<file path="src/rtl/trig_pipe_engine_if.sv">
// Handshake and ROM bus for the trig pipe engine.
// The master side drives requests, accepts results and models the ROM.
interface trig_pipe_engine_if #(
    parameter int ANGLE_W = 12,
    parameter int OUT_W   = 10,
    parameter int LUT_AW  = 10
);
    logic               in_valid;
    logic               in_ready;
    logic [ANGLE_W-1:0] angle;
    logic [1:0]         mode;
    logic [LUT_AW-1:0]  lut_addr;
    logic [OUT_W-1:0]   lut_q;
    logic               out_valid;
    logic               out_ready;
    logic [OUT_W-1:0]   sin_val;
    logic [OUT_W-1:0]   cos_val;
    logic               err;

    modport master (
        output in_valid, angle, mode, out_ready, lut_q,
        input  in_ready, lut_addr, out_valid, sin_val, cos_val, err
    );

    modport slave (
        input  in_valid, angle, mode, out_ready, lut_q,
        output in_ready, lut_addr, out_valid, sin_val, cos_val, err
    );
endinterface

</file>
<file path="src/rtl/trig_pipe_engine.sv">
// Handshaked sine/cosine engine: quadrant fold into a shared
// synchronous quarter-wave ROM, offset-binary results.
module trig_pipe_engine #(
    parameter int ANGLE_W    = 12,
    parameter int FULL_SCALE = 3600,
    parameter int OUT_W      = 10,
    parameter int LUT_AW     = 10
) (
    input logic                clk,
    input logic                rst_n,
    trig_pipe_engine_if.slave  bus
);
    localparam int AW1 = ANGLE_W + 1;
    localparam int QI  = FULL_SCALE / 4;
    localparam logic [AW1-1:0] Q1 = AW1'(QI);
    localparam logic [AW1-1:0] Q2 = AW1'(2 * QI);
    localparam logic [AW1-1:0] Q3 = AW1'(3 * QI);
    localparam logic [AW1-1:0] Q4 = AW1'(4 * QI);
    localparam logic [OUT_W-1:0] MID = {1'b1, {(OUT_W-1){1'b0}}};

    typedef enum logic [2:0] {
        IDLE, WAIT1, CAP1, WAIT2, CAP2, HOLD
    } state_t;

    state_t            state;
    logic [1:0]        mode_r;
    logic              err_r;
    logic              s_neg;
    logic              c_neg;
    logic [LUT_AW-1:0] c_addr;

    logic [AW1-1:0] a;
    logic [AW1-1:0] s_f;
    logic [AW1-1:0] c_f;
    logic           s_n;
    logic           c_n;
    logic           bad;

    assign a   = {1'b0, bus.angle};
    assign bad = (a >= Q4);

    always_comb begin
        s_f = '0;
        c_f = '0;
        s_n = 1'b0;
        c_n = 1'b0;
        unique case (1'b1)
            (a < Q1): begin
                s_f = a;
                c_f = Q1 - a;
            end
            (a >= Q1 && a < Q2): begin
                s_f = Q2 - a;
                c_f = a - Q1;
                c_n = 1'b1;
            end
            (a >= Q2 && a < Q3): begin
                s_f = a - Q2;
                c_f = Q3 - a;
                s_n = 1'b1;
                c_n = 1'b1;
            end
            default: begin
                s_f = Q4 - a;
                c_f = a - Q3;
                s_n = 1'b1;
            end
        endcase
    end

    logic [OUT_W-1:0] s_q;
    logic [OUT_W-1:0] c_q;

    assign s_q = s_neg ? ~bus.lut_q : bus.lut_q;
    assign c_q = c_neg ? ~bus.lut_q : bus.lut_q;

    always_ff @(posedge clk or negedge rst_n) begin
        if (!rst_n) begin
            state         <= IDLE;
            mode_r        <= 2'b00;
            err_r         <= 1'b0;
            s_neg         <= 1'b0;
            c_neg         <= 1'b0;
            c_addr        <= '0;
            bus.lut_addr  <= '0;
            bus.sin_val   <= '0;
            bus.cos_val   <= '0;
            bus.err       <= 1'b0;
            bus.out_valid <= 1'b0;
            bus.in_ready  <= 1'b1;
        end else begin
            unique case (state)
                IDLE: begin
                    if (bus.in_valid) begin
                        mode_r       <= bus.mode;
                        err_r        <= bad;
                        bus.err      <= bad;
                        s_neg        <= s_n;
                        c_neg        <= c_n;
                        c_addr       <= LUT_AW'(c_f);
                        bus.in_ready <= 1'b0;
                        // An illegal angle leaves the ROM address untouched
                        if (!bad)
                            bus.lut_addr <= (bus.mode == 2'b01) ?
                                LUT_AW'(c_f) : LUT_AW'(s_f);
                        state <= WAIT1;
                    end
                end
                WAIT1: state <= CAP1;
                CAP1: begin
                    if (mode_r[1]) begin
                        bus.sin_val <= err_r ? MID : s_q;
                        if (!err_r)
                            bus.lut_addr <= c_addr;
                        state <= WAIT2;
                    end else if (mode_r == 2'b01) begin
                        bus.cos_val   <= err_r ? MID : c_q;
                        bus.sin_val   <= MID;
                        bus.out_valid <= 1'b1;
                        state         <= HOLD;
                    end else begin
                        bus.sin_val   <= err_r ? MID : s_q;
                        bus.cos_val   <= MID;
                        bus.out_valid <= 1'b1;
                        state         <= HOLD;
                    end
                end
                WAIT2: state <= CAP2;
                CAP2: begin
                    bus.cos_val   <= err_r ? MID : c_q;
                    bus.out_valid <= 1'b1;
                    state         <= HOLD;
                end
                HOLD: begin
                    if (bus.out_ready) begin
                        bus.out_valid <= 1'b0;
                        bus.in_ready  <= 1'b1;
                        state         <= IDLE;
                    end
                end
                default: state <= IDLE;
            endcase
        end
    end
endmodule

</file>
<file path="src/flat_wrapper.sv">
// flat-port wrapper written by rule: the top's interface ports become plain ports
module trig_pipe_engine_flat 
#(
    parameter int ANGLE_W    = 12,
    parameter int FULL_SCALE = 3600,
    parameter int OUT_W      = 10,
    parameter int LUT_AW     = 10
)
  (clk, rst_n, bus_in_valid, bus_angle, bus_mode, bus_out_ready, bus_lut_q, bus_in_ready, bus_lut_addr, bus_out_valid, bus_sin_val, bus_cos_val, bus_err);
  trig_pipe_engine_if #(.ANGLE_W(ANGLE_W), .OUT_W(OUT_W), .LUT_AW(LUT_AW)) bus_i ();
  input logic clk;
  input logic rst_n;
  input wire logic [$bits(bus_i.in_valid)-1:0] bus_in_valid;
  input wire logic [$bits(bus_i.angle)-1:0] bus_angle;
  input wire logic [$bits(bus_i.mode)-1:0] bus_mode;
  input wire logic [$bits(bus_i.out_ready)-1:0] bus_out_ready;
  input wire logic [$bits(bus_i.lut_q)-1:0] bus_lut_q;
  output wire logic [$bits(bus_i.in_ready)-1:0] bus_in_ready;
  output wire logic [$bits(bus_i.lut_addr)-1:0] bus_lut_addr;
  output wire logic [$bits(bus_i.out_valid)-1:0] bus_out_valid;
  output wire logic [$bits(bus_i.sin_val)-1:0] bus_sin_val;
  output wire logic [$bits(bus_i.cos_val)-1:0] bus_cos_val;
  output wire logic [$bits(bus_i.err)-1:0] bus_err;
  assign bus_i.in_valid = bus_in_valid;
  assign bus_i.angle = bus_angle;
  assign bus_i.mode = bus_mode;
  assign bus_i.out_ready = bus_out_ready;
  assign bus_i.lut_q = bus_lut_q;
  assign bus_in_ready = bus_i.in_ready;
  assign bus_lut_addr = bus_i.lut_addr;
  assign bus_out_valid = bus_i.out_valid;
  assign bus_sin_val = bus_i.sin_val;
  assign bus_cos_val = bus_i.cos_val;
  assign bus_err = bus_i.err;
  trig_pipe_engine #(.ANGLE_W(ANGLE_W), .FULL_SCALE(FULL_SCALE), .OUT_W(OUT_W), .LUT_AW(LUT_AW)) u_core (.clk(clk), .rst_n(rst_n), .bus(bus_i));
endmodule
</file>
<file path="config.mk">
export PLATFORM = sky130hd
export DESIGN_NAME = trig_pipe_engine_flat
export DESIGN_NICKNAME = d
export VERILOG_FILES = /design/src/rtl/trig_pipe_engine_if.sv /design/src/rtl/trig_pipe_engine.sv /design/src/flat_wrapper.sv
export SDC_FILE = /design/constraint.sdc
export NUM_CORES = 1
export LEC_CHECK = 0
export CORE_MARGIN = 2
export CORE_UTILIZATION = 35
export DETAILED_ROUTE_END_ITERATION = 16
export SETUP_SLACK_MARGIN = 0.4
export SKIP_LAST_GASP = 1
export SYNTH_ARGS = -nofsm -noshare
export SYNTH_HDL_FRONTEND = slang
export SYNTH_SLANG_ARGS = --single-unit
</file>
<file path="constraint.sdc">
create_clock -name clk -period 5.61 [get_ports clk]
set_input_delay 1.683 -clock clk [delete_from_list [all_inputs] [get_ports clk]]
set_output_delay 1.683 -clock clk [all_outputs]
set_load 0.02 [all_outputs]
</file>
== After elaboration in Yosys (flattened, before gate mapping) ==
Cells that the tools add are included.

* $lt $le $gt $ge: 6
* Multiply operators: 0
* Multiplexer cells: 29
* Shifts and indexed selects: 0
* Reduce and logical (&&, ||, !) cells: 15
* $add $sub $neg: 7
* Bitwise operators: 1
* Div/mod/pow operators: 0
* Equal/unequal tests: 13

{| class="wikitable"
|+ Operator list
! operator !! number
|-
| 2-to-1 mux 10 bit || 13
|-
| case mux 10 bit (3 select lines) || 2
|-
| case mux 10 bit (2 select lines) || 2
|-
| subtractor 10 bit (first input constant) || 4
|-
| subtractor 10 bit (second input constant) || 3
|-
| case mux 3 bit (6 select lines) || 1
|-
| greater-or-equal comparator 12 x 10 -> 1 bit (second input constant) || 1
|-
| greater-or-equal comparator 12 x 11 -> 1 bit (second input constant) || 1
|-
| greater-or-equal comparator 12 bit (second input constant) || 1
|-
| < comparator 12 x 10 -> 1 bit (second input constant) || 1
|-
| < comparator 12 x 11 -> 1 bit (second input constant) || 1
|-
| < comparator 12 bit (second input constant) || 1
|-
| != test 2 bit (second input constant) || 5
|-
| inverter 10 bit || 1
|-
| 2-to-1 mux 3 bit || 3
|-
| equality test 3 x 2 -> 1 bit (second input constant) || 2
|-
| equality test 3 bit (second input constant) || 2
|-
| 2-to-1 mux 1 bit || 6
|-
| AND reduction 2 bit || 3
|-
| AND reduction 3 bit || 2
|-
| nonzero test 2 bit || 3
|-
| AND reduction 5 bit || 1
|-
| equality test 2 x 1 -> 1 bit (second input constant) || 2
|-
| OR reduction 2 bit || 2
|-
| 7 further kinds || 8
|}

* Input port bits: 28
* RAM bits: 0
* Memories: 0
* ROM bits: 0
* Logic and storage cells: 82
* Bits in latches: 0
* Output and inout bits: 33
* Register bits: 50

== Longest topological paths before layout ==
Gate-level depths: netlist of the first run.

* Depth in word-level cells: 7
* Gate-level depth with buffers: 15
* Mapped depth without buffers: 14

== Least setup slack after synthesis of the first run ==
OpenSTA, ideal clock, no wires.

* Path type: input-to-reg
* Start: in bus_angle[5]
* End: reg u_core.bus.lut_addr[9]
* Arrival: 4469 ps
* Path buffers: 1
* Setup time: 123 ps
* Data required time: 5487 ps
* Setup slack: 1018 ps
* Stages on the path: 15
* Path through: buf_6 > or4_4 > nor2_1 > nor2_1 > nor2_1 > nand2_1 > inv_1 > ha_1 > nor2b_1 > a31o_2 > a21o_1 > a31o_2 > a31o_2 > a211oi_1 > nand2_1

* Cells in the longest elaborated chain, start to end: 7
* Elaborated cells between the ends (all ways): 23
* Those cells by class: add/sub: 7; order compare: 6; eq/ne: 1; mux: 6; reduce/logical: 3

{| class="wikitable"
|+ Ends and longest elaborated chain
! what !! line !! text
|-
| start, declared || flat_wrapper.sv:14 || <nowiki>input wire logic [$bits(bus_i.angle)-1:0] bus_angle;</nowiki>
|-
| greater-or-equal comparator 12 x 11 -> 1 bit, or another cell as far along || trig_pipe_engine.sv:57 || <nowiki>(a >= Q2 && a < Q3): begin</nowiki>
|-
| logical AND 1 bit, on equally long branches || trig_pipe_engine.sv:57, trig_pipe_engine.sv:52 ||
|-
| case mux 10 bit (3 select lines) || trig_pipe_engine.sv:47 || <nowiki>unique case (1'b1)</nowiki>
|-
| 2-to-1 mux 10 bit || trig_pipe_engine.sv:104 || <nowiki>bus.lut_addr <= (bus.mode == 2'b01) ?</nowiki>
|-
| 2-to-1 mux 10 bit || trig_pipe_engine.sv:103 || <nowiki>if (!bad)</nowiki>
|-
| 2-to-1 mux 10 bit || trig_pipe_engine.sv:94 || <nowiki>if (bus.in_valid) begin</nowiki>
|-
| case mux 10 bit (2 select lines) || trig_pipe_engine.sv:92 || <nowiki>unique case (state)</nowiki>
|-
| end signal, assigned || trig_pipe_engine.sv:104 ||
|-
| end signal, assigned || trig_pipe_engine.sv:114 || <nowiki>bus.lut_addr <= c_addr;</nowiki>
|-
| end, declared || trig_pipe_engine_if.sv:27 || <nowiki>output in_ready, lut_addr, out_valid, sin_val, cos_val, err</nowiki>
|}

Several ways; a longest one is shown, not always the timed one. The select of a mux whose other input is x is not followed.
A chain may end at the register's enable or synchronous reset.

== Final worst setup path of the first run ==
* Start: in bus_angle[6]
* End: reg u_core.bus.lut_addr[9]

The elaborated chain is that of the path after synthesis.

==> results.ini, run 1 <==
[global_routing]
grt_pass1_wl_um = 15200
grt_max_degree = 51
grt_overflow_total = 0
grt_usage_pct = 19.0
grt_pass1_vias = 2934
antenna_found_initial = 0

[sta]
tightest_slew_ns = 0.997
finalCritPeriodShare_pct = 87.2
fmax_ghz = 0.205
rsz0062_at_grt = false
hold_viol_final = 0
finalCriticalPeriod_ns = 4.89
drv_slew = 0
setup_viol = 0
fin_skew_ns = 0.00531
tns_ns = 0
slew_headroom_pct = 33.6
hold_ws_ns = 0.487

[place]
portBuffers = 60
routabilityCongestion = 1.06
dp_hpwl_um = 6920

[routing]
drt-total-wl_um = 9420
ant_nets = 0
drt_iter0_drc = 205
via_per_inst = 5.29
via_count = 3039
drt-pass1-iter-count = 5
wl_per_cell_um = 16.4
drt_drc_violations_left = 0

[synthesis]
syn-num-nets = 428
synth_flop_cell = dfrtp_1
avgSynthCellArea_um2 = 8.55
ys_warn_count = 0
synth_edf_count = 0
netlist_area_mm2 = 0.00332
ys_seq_elements = 50
async_reset_ff_share_pct = 100
yosysMostFrequentCell = nand2_1
netlist.area_leader.share_pct = 36.9
netlist_instances = 389
synth_commonest_cells = nand2_1, o21ai_0, dfrtp_1
yosysTopAreaCell = dfrtp_1
synth_cell_types = 58
ys_seq_area_share_pct = 37.7
synthTopCellsByArea = dfrtp_1, o21ai_0, nand2_1, xnor2_1, ha_1

[die]
num_io_pins = 61
die_h_um = 101
rows = 35
dieWidth_um = 101
core_mm2 = 0.00924
dieArea_mm2 = 0.0103
start_util_pct = 36.0

[layout]
fillCellCount = 926
layout.nets = 484
syn2layout_area_growth_pct = 26.8
drive_above_1_share_pct = 8.74
multi_input_area_mm2 = 0.00194
ff_latch_area_mm2 = 0.00125
diodes = 0

[clock_tree]
clock_sinks = 50
postCtsSetupBuffers = 0
cts_tree = built
holdBufCountCts = 0
htreeDepth = 2
ctsResizeCount = 0
clk_latency_ns = 0.31
root_buffer = clkbuf_8
path_clk_slew_ns = 0.10
clock_path_buffers = 2
cts_buffers = 5

[power]
p_leak_uw = 0.00177
pwr_density_cell_mw_per_mm2 = 453
ir_drop_mv = 0.142

[worst_setup_path]
start_kind = input port
required_ns = 5.81
crit_fanout = 8
crit_arrival_ns = 5.09
path_class = input port to flip-flop
critPathCaptureType = flip-flop

[outcome]
status = finished clean

[hold_path]
hold_class = flip-flop to flip-flop

[flow_run]
max_cap_violations = 0

==> worst max-delay path, cell delays in order <==
cell             delay [ns]
clkdlybuf4s50_1        0.54
or4_4                  0.49
nor2_1                 0.19
nor2_1                 0.07
nor2_1                 0.13
nand2_1                0.15
inv_1                  0.18
ha_1                   0.28
nor2b_1                0.15
a31o_2                 0.24
a21o_1                 0.22
a31o_2                 0.26
a31o_2                 0.23
a211oi_1               0.20
nand2_1                0.07
==> final timing paths <==
check | cells past startpoint | slack, ns | startpoint | endpoint
setup / recovery | 15 | 0.72 | bus_angle[6] | u_core.bus.lut_addr[9]$_DFFE_PN0P_
max in group asynchronous | 2 | 3.70 | rst_n | u_core.c_addr[5]$_DFFE_PN0P_
hold reg to reg | 2 | 0.49 | u_core.bus.cos_val[4]$_DFFE_PN0P_ | u_core.bus.cos_val[4]$_DFFE_PN0P_
setup reg to reg | 7 | 2.54 | u_core.state[0]$_DFFE_PN0P_ | u_core.bus.lut_addr[4]$_DFFE_PN0P_
hold / removal | 2 | 0.49 | u_core.bus.cos_val[4]$_DFFE_PN0P_ | u_core.bus.cos_val[4]$_DFFE_PN0P_
min in group asynchronous | 2 | 1.48 | rst_n | u_core.bus.cos_val[2]$_DFFE_PN0P_
==> cell families (layout without fill, tap and decap cells) <==
group	Yosys count	count (layout)	synth area share, %
AND/OR/NAND/NOR	134	134	19.3
adder cells (fa/ha/maj)	11	11	4.37
multiplexers	8	8	2.45
flip-flops	50	50	37.7
XOR/XNOR	33	33	8.69
AO/OA/AOI/OAI	121	121	23.4
buffers and inverters	32	89	4.03
==> cells in the final DEF (no fill, tap or decap), types with 2 or more instances in the layout <==
| cell | count |
|---|---|
| nor2b_1 | 6 |
| bufinv_16 | 2 |
| nor3_1 | 7 |
| o21a_1 | 2 |
| o311a_1 | 2 |
| and3_1 | 4 |
| o21ai_1 | 2 |
| and2_1 | 2 |
| o22a_1 | 2 |
| dfrtp_1 | 49 |
| nand4_1 | 2 |
| xnor2_1 | 23 |
| buf_4 | 13 |
| o211ai_1 | 4 |
| a31o_2 | 4 |
| nand2b_1 | 8 |
| mux2i_1 | 7 |
| a21oi_1 | 18 |
| o31ai_1 | 4 |
| or3_1 | 5 |
| a21o_1 | 6 |
| inv_1 | 7 |
| nor2_1 | 25 |
| nand3_1 | 3 |
| a311oi_1 | 3 |
| clkbuf_8 | 5 |
| xor2_1 | 10 |
| clkdlybuf4s50_1 | 59 |
| o21ai_0 | 51 |
| o22ai_1 | 2 |
| or4_1 | 2 |
| nor2_2 | 2 |
| o221ai_1 | 3 |
| o2111ai_1 | 2 |
| nand2_1 | 60 |
| a31oi_1 | 6 |
| ha_1 | 10 |
==> per-layer routing <==
layer / vias to the layer above / routed length (µm) / global-route usage (%)
met4: 0 / 100 / 3.95
li1: 1483 / - / -
met3: 10 / 597 / 3.04
met2: 120 / 4250 / 31.2
met1: 1426 / 4480 / 26.4
met5: - / 0 / 0
==> state kept, by name, summed over array words and instances, names as in the netlist <==
name                  cells
u_core.bus.in_ready       1
u_core.c_neg              1
u_core.bus.err            1
u_core.bus.cos_val       10
u_core.bus.sin_val       10
u_core.bus.out_valid      1
u_core.state              3
u_core.bus.lut_addr      10
u_core.mode_r             2
u_core.s_neg              1
u_core.c_addr            10
==> stage by stage <==
stage / utilization, % / total power, µW / worst slack [ns] / cells / area (µm²)
2_1_floorplan: - / 1230 / 1.02 / 389 / 3320
3_3_place_gp: 44.1 / 1600 / 0.537 / 567 / 4080
3_5_place_dp: 44.1 / 1620 / 0.402 / 567 / 4080
4_1_cts: 45.6 / 1930 / 0.739 / 575 / 4220
5_1_grt: 45.6 / 2050 / 0.473 / 575 / 4220
6_report: 45.6 / 1910 / 0.721 / 575 / 4220
==> power breakdown <==
group | switching, µW | total, µW | internal (µW)
clock network | 131 | 310 | 179
logic | 503 | 926 | 423
registers | 146 | 673 | 527
total | 780 | 1910 | 1130
==> layout make-up <==
class	instances	share of cell area, %
Clock buffer	5	1.63
Inverter	8	0.772
Timing Repair Buffer	73	16.4
Sequential cell	50	29.7
Multi-Input combinational cell	307	46.0
Clock inverter	3	1.63
Tap cell	129	3.83
No activity file was read; power rests on OpenSTA's default activity.
==> run 2, diff against run 1 <==
Settings changed: ABC_CLOCK_PERIOD_IN_PS from default to 5610, REMOVE_ABC_BUFFERS from default to 1.
==> run 2 against run 1 <==
Against the previous run:
- worst setup slack gained 0.059 ns
- worst hold slack improved by 0.00058 ns
- final cell count up 0.17%
- die area did not move
- sequential power fell by 1%
- fmax is 1.2% higher
- clock-buffer cell count rose by 1
- non-clock buffer count rose by 1
- global-route usage grew 0.32 points
==> results.ini, run 2 (synthesis results as in run 1) <==
[power]
ir_drop_mv = 0.164  ; +15%
p_leak_uw = 0.00176  ; -0.75%
total_power_uw = 1870  ; -1.9%
pwr_density_cell_mw_per_mm2 = 446  ; -1.5%

[layout]
syn2layout_area_growth_pct = 26.2
drive_above_1_share_pct = 8.72  ; -0.020 points
final_common_cell = nand2_1
diodes = 0  ; unchanged
layout.nets = 485  ; +0.21%
final_cell_mix = nand2_1, clkdlybuf4s50_1, o21ai_0

[clock_tree]
cts_tree = built
ctsResizeCount = 0  ; unchanged
clock_sinks = 50  ; unchanged
holdBufCountCts = 0  ; unchanged
root_buffer = clkbuf_8
htreeDepth = 2  ; unchanged
path_clk_slew_ns = 0.10  ; about the same
cts_buffers = 5  ; unchanged
clock_path_buffers = 2  ; unchanged
clk_latency_ns = 0.31  ; about the same
postCtsSetupBuffers = 0  ; unchanged

[sta]
drv_slew = 0  ; unchanged
finalCriticalPeriod_ns = 4.83  ; -0.0590 ns
finalCritPeriodShare_pct = 86.1  ; -1.1 points
slew_headroom_pct = 39.0  ; +5.5 points
setup_viol = 0  ; unchanged
fin_skew_ns = 0.00987  ; +0.00457 ns
fmax_ghz = 0.207  ; +1.2%
rsz0062_at_grt = false
tns_ns = 0  ; unchanged
hold_viol_final = 0  ; unchanged
tightest_slew_ns = 0.913  ; -0.0836 ns

[worst_setup_path]
crit_start = bus_angle[6]
crit_fanout = 8  ; unchanged
critPathCapture = u_core.bus.lut_addr[9]$_DFFE_PN0P_
critPathCaptureType = flip-flop
path_class = input port to flip-flop
rr_startpoint = u_core.state[0]$_DFFE_PN0P_
start_kind = input port
required_ns = 5.82  ; about the same
timing.rr.end = u_core.bus.lut_addr[5]$_DFFE_PN0P_
regToRegSetupSlack_ns = 2.78  ; +0.24 ns
crit_arrival_ns = 5.04  ; -0.05 ns
rr_worst_depth = 8  ; +1

[outcome]
status = finished clean

[routing]
drt-total-wl_um = 9610  ; +2.0%
drt-pass1-iter-count = 4  ; -1
via_per_inst = 5.28  ; about the same
ant_nets = 0  ; unchanged
via_count = 3042  ; +0.099%
drt_iter0_drc = 104  ; -49%
wl_per_cell_um = 16.7  ; +1.9%
drt_drc_violations_left = 0  ; unchanged

[global_routing]
grt_pass1_wl_um = 15600  ; +2.1%
grt_usage_pct = 19.3  ; +0.32 points
grt_pass1_vias = 3014  ; +2.7%
grt_overflow_total = 0  ; unchanged
grt_max_degree = 51  ; unchanged
antenna_found_initial = 0  ; unchanged

[die]
dieWidth_um = 101  ; unchanged
die_h_um = 101  ; unchanged
core_mm2 = 0.00924  ; unchanged
dieArea_mm2 = 0.0103  ; unchanged
rows = 35  ; unchanged
start_util_pct = 36.0  ; unchanged
num_io_pins = 61  ; unchanged

[place]
portBuffers = 60  ; unchanged
dp_hpwl_um = 6950  ; +0.42%
routabilityCongestion = 0.894  ; -15%

[hold_path]
hold_path_depth = 2  ; unchanged
hold_class = flip-flop to flip-flop

[flow_run]
max_cap_violations = 0  ; unchanged

run 2: changes by cell type in the layout (fill, tap and decap cells not counted):
| cell | before | now |
|---|---|---|
| clkbuf_1 | 0 | 1 |
| bufinv_16 | 2 | 1 |
| clkinv_4 | 1 | 0 |
| clkinvlp_4 | 0 | 1 |
| buf_4 | 13 | 14 |
run 2: power by group:
group          switching [µW]  leakage (µW)  internal, µW
registers                 139      0.000610           526
logic                     514       0.00110           429
clock network             130     0.0000514           133
run 2: through the flow:
step	util, %	instance area, µm²	instances	hold WS (ns)	worst slack, ns
6_report	45.4	4200	576	0.487	0.780
5_1_grt	45.4	4200	576	0.501	0.516
4_1_cts	45.4	4200	576	0.488	0.790
3_5_place_dp	44.2	4090	568	0.465	0.476
3_3_place_gp	44.2	4090	568	0.459	0.540
2_1_floorplan	-	3220	365	0.443	1.13
run 2: worst min path at each step:
stage	start	end
after floorplan	u_core.c_addr[5]$_DFFE_PN0P_	u_core.c_addr[5]$_DFFE_PN0P_
after global placement	u_core.c_addr[3]$_DFFE_PN0P_	u_core.c_addr[3]$_DFFE_PN0P_
after detailed placement	u_core.mode_r[0]$_DFFE_PN0P_	u_core.mode_r[0]$_DFFE_PN0P_
after CTS	u_core.mode_r[0]$_DFFE_PN0P_	u_core.mode_r[0]$_DFFE_PN0P_
after global routing	u_core.mode_r[0]$_DFFE_PN0P_	u_core.mode_r[0]$_DFFE_PN0P_
final	u_core.c_addr[5]$_DFFE_PN0P_	u_core.c_addr[5]$_DFFE_PN0P_
run 2: layout make-up:
| type | count | area, µm² |
|---|---|---|
| clock buffer | 6 | 72.6 |
| clock inverter | 2 | 37.5 |
| fill | 948 | 5040 |
| inverter | 8 | 32.5 |
| multi-input combinational | 307 | 1940 |
| sequential | 50 | 1250 |
| tap | 129 | 161 |
| timing repair buffer | 74 | 701 |
run 2: critical path, cell delays in order:
cell             delay (ns)
clkdlybuf4s50_1        0.53
or4_4                  0.49
nor2_1                 0.19
nor2_1                 0.07
nor2_1                 0.13
nand2_1                0.09
inv_1                  0.17
ha_1                   0.28
nor2b_1                0.15
a31o_2                 0.24
a21o_1                 0.23
a31o_2                 0.28
a31o_2                 0.24
a211oi_1               0.20
nand2_1                0.07
run 2: metal layers:
layer	GRT usage, %	up-vias	wire length, µm
met1	26.3	1460	4680
met4	4.16	0	75
met2	32.0	80	4430
met3	3.59	8	426
li1	-	1494	-
met5	0	-	0
==> run 3, diff against run 2 <==
Settings changed: ABC_CLOCK_PERIOD_IN_PS 5610 to 5700.
Clock period 5.61 ns to 5.7 ns, I/O delays scaled along.
==> run 3 against run 2 <==
Against the previous run:
- wire length increased by 2.0%
- register-to-register slack got worse by 0.10 ns
- flip-flop and latch count unchanged
- die area unchanged
- critical path depth unchanged
- highest routed layer unchanged
- clock-buffer cell count unchanged
- sequential share of layout area increased by 0.053 points
- critical endpoint unchanged
- non-clock buffer count increased by 1
==> results.ini, run 3 (synthesis results as in run 1) <==
[sta]
finalCritPeriodShare_pct = 87.1
fin_skew_ns = 0.00449  ; -0.00538 ns
fmax_ghz = 0.201
drv_slew = 0  ; unchanged
setup_viol = 0  ; unchanged
rsz0062_at_grt = false
layout_setup_ws_ns = 0.734  ; -0.0460 ns
tns_ns = 0  ; unchanged
tightest_slew_ns = 0.822  ; -0.0912 ns
finalCriticalPeriod_ns = 4.97
slew_headroom_pct = 45.1  ; +6.1 points
hold_viol_final = 0  ; unchanged

[global_routing]
grt_overflow_total = 0  ; unchanged
grt_pass1_wl_um = 15800  ; +1.5%
grt_usage_pct = 19.7  ; +0.42 points
antenna_found_initial = 0  ; unchanged
grt_pass1_vias = 2928  ; -2.9%
grt_max_degree = 51  ; unchanged

[power]
p_leak_uw = 0.00176  ; about the same
pwr_density_cell_mw_per_mm2 = 433  ; -2.9%
ir_drop_mv = 0.160  ; -2.1%

[layout]
diodes = 0  ; unchanged
ff_latch_area_mm2 = 0.00125  ; unchanged
syn2layout_area_growth_pct = 26.0
layout.nets = 486  ; +0.21%
final_cell_mix = nand2_1, clkdlybuf4s50_1, o21ai_0
fillCellCount = 927  ; -2.2%
drive_above_1_share_pct = 9.15  ; +0.43 points
multi_input_area_mm2 = 0.00194  ; unchanged
final_cell_area_mm2 = 0.00419  ; -0.18%
final_common_cell = nand2_1

[worst_setup_path]
required_ns = 5.90  ; +0.08 ns
crit_arrival_ns = 5.16  ; +0.12 ns
critPathCaptureType = flip-flop
start_kind = input port
crit_fanout = 8  ; unchanged
path_class = input port to flip-flop

[routing]
ant_nets = 0  ; unchanged
via_per_inst = 5.37  ; +1.7%
drt-pass1-iter-count = 4  ; unchanged
drt-total-wl_um = 9810  ; +2.0%
via_count = 3100  ; +1.9%
wl_per_cell_um = 17.0  ; +1.9%
drt_iter0_drc = 210  ; +100%
drt_drc_violations_left = 0  ; unchanged

[place]
post-place-ws_ns = 0.433  ; -0.0428 ns
routabilityCongestion = 0.911  ; +1.9%
place_area_mm2 = 0.00409  ; +0.18%
portBuffers = 60  ; unchanged
dp_hpwl_um = 7110  ; +2.3%

[die]
num_io_pins = 61  ; unchanged
dieWidth_um = 101  ; unchanged
die_h_um = 101  ; unchanged
rows = 35  ; unchanged
start_util_pct = 36.0  ; unchanged
core_mm2 = 0.00924  ; unchanged
dieArea_mm2 = 0.0103  ; unchanged

[clock_tree]
clock_sinks = 50  ; unchanged
root_buffer = clkbuf_8
cts_buffers = 5  ; unchanged
ctsResizeCount = 0  ; unchanged
postCtsSetupBuffers = 0  ; unchanged
clock_path_buffers = 2  ; unchanged
clk_latency_ns = 0.31  ; about the same
cts_tree = built
path_clk_slew_ns = 0.09  ; about the same
holdBufCountCts = 0  ; unchanged
htreeDepth = 2  ; unchanged

[hold_path]
hold_class = flip-flop to flip-flop

[flow_run]
max_cap_violations = 0  ; unchanged

[outcome]
status = finished clean

[run 3: path summary, 6_finish.rpt]
kind,startpoint,to,slack (ns),cells past startpoint
min in group asynchronous,rst_n,u_core.bus.sin_val[5]$_DFFE_PN0P_,1.51,2
max reg2reg,u_core.state[0]$_DFFE_PN0P_,u_core.bus.lut_addr[4]$_DFFE_PN0P_,2.68,8
min,u_core.mode_r[0]$_DFFE_PN0P_,u_core.mode_r[0]$_DFFE_PN0P_,0.48,2
min reg2reg,u_core.mode_r[0]$_DFFE_PN0P_,u_core.mode_r[0]$_DFFE_PN0P_,0.48,2
max,bus_angle[6],u_core.bus.lut_addr[9]$_DFFE_PN0P_,0.73,15
max in group asynchronous,rst_n,u_core.c_addr[9]$_DFFE_PN0P_,3.76,2
[run 3: cell type report]
type | instances | area share [%]
repair buffers | 75 | 16.9
inverters | 8 | 0.777
multi-input cells | 307 | 46.3
clock inverters | 2 | 0.299
clock buffers | 6 | 1.97
flip-flops and latches | 50 | 29.9
well taps | 129 | 3.85
[run 3: report_power, final]
part | switching [µW] | internal (µW) | total (µW)
Combinational | 508 | 425 | 932
Clock | 127 | 98.0 | 225
Sequential | 139 | 518 | 657
Total | 774 | 1040 | 1810
[run 3: worst max-delay path: stages]
cell and delay [ns]:
clkdlybuf4s50_1 0.54, or4_4 0.50, nor2_1 0.18, nor2_1 0.07, nor2_1 0.14, nand2_1 0.09, inv_1 0.19, ha_1 0.29
nor2b_1 0.15, a31o_2 0.24, a21o_1 0.22, a31o_2 0.27, a31o_2 0.24, a211oi_1 0.24, nand2_1 0.09
[run 3: stage by stage]
step | hold WS (ns) | total power [µW] | cells | util (%)
2_1_floorplan | 0.443 | 1180 | 365 | -
6_report | 0.484 | 1810 | 577 | 45.3
3_3_place_gp | 0.459 | 1590 | 569 | 44.3
3_5_place_dp | 0.468 | 1610 | 569 | 44.3
5_1_grt | 0.517 | 1960 | 577 | 45.3
4_1_cts | 0.491 | 1830 | 577 | 45.3
[run 3: per-layer routing]
metal	track usage [%]	vias to the layer above	part of all wire, %
li1	-	1493	-
met1	27.9	1481	48
met2	31.9	107	45
met3	2.69	19	5.1
met4	4.78	0	1.7
met5	0	-	0
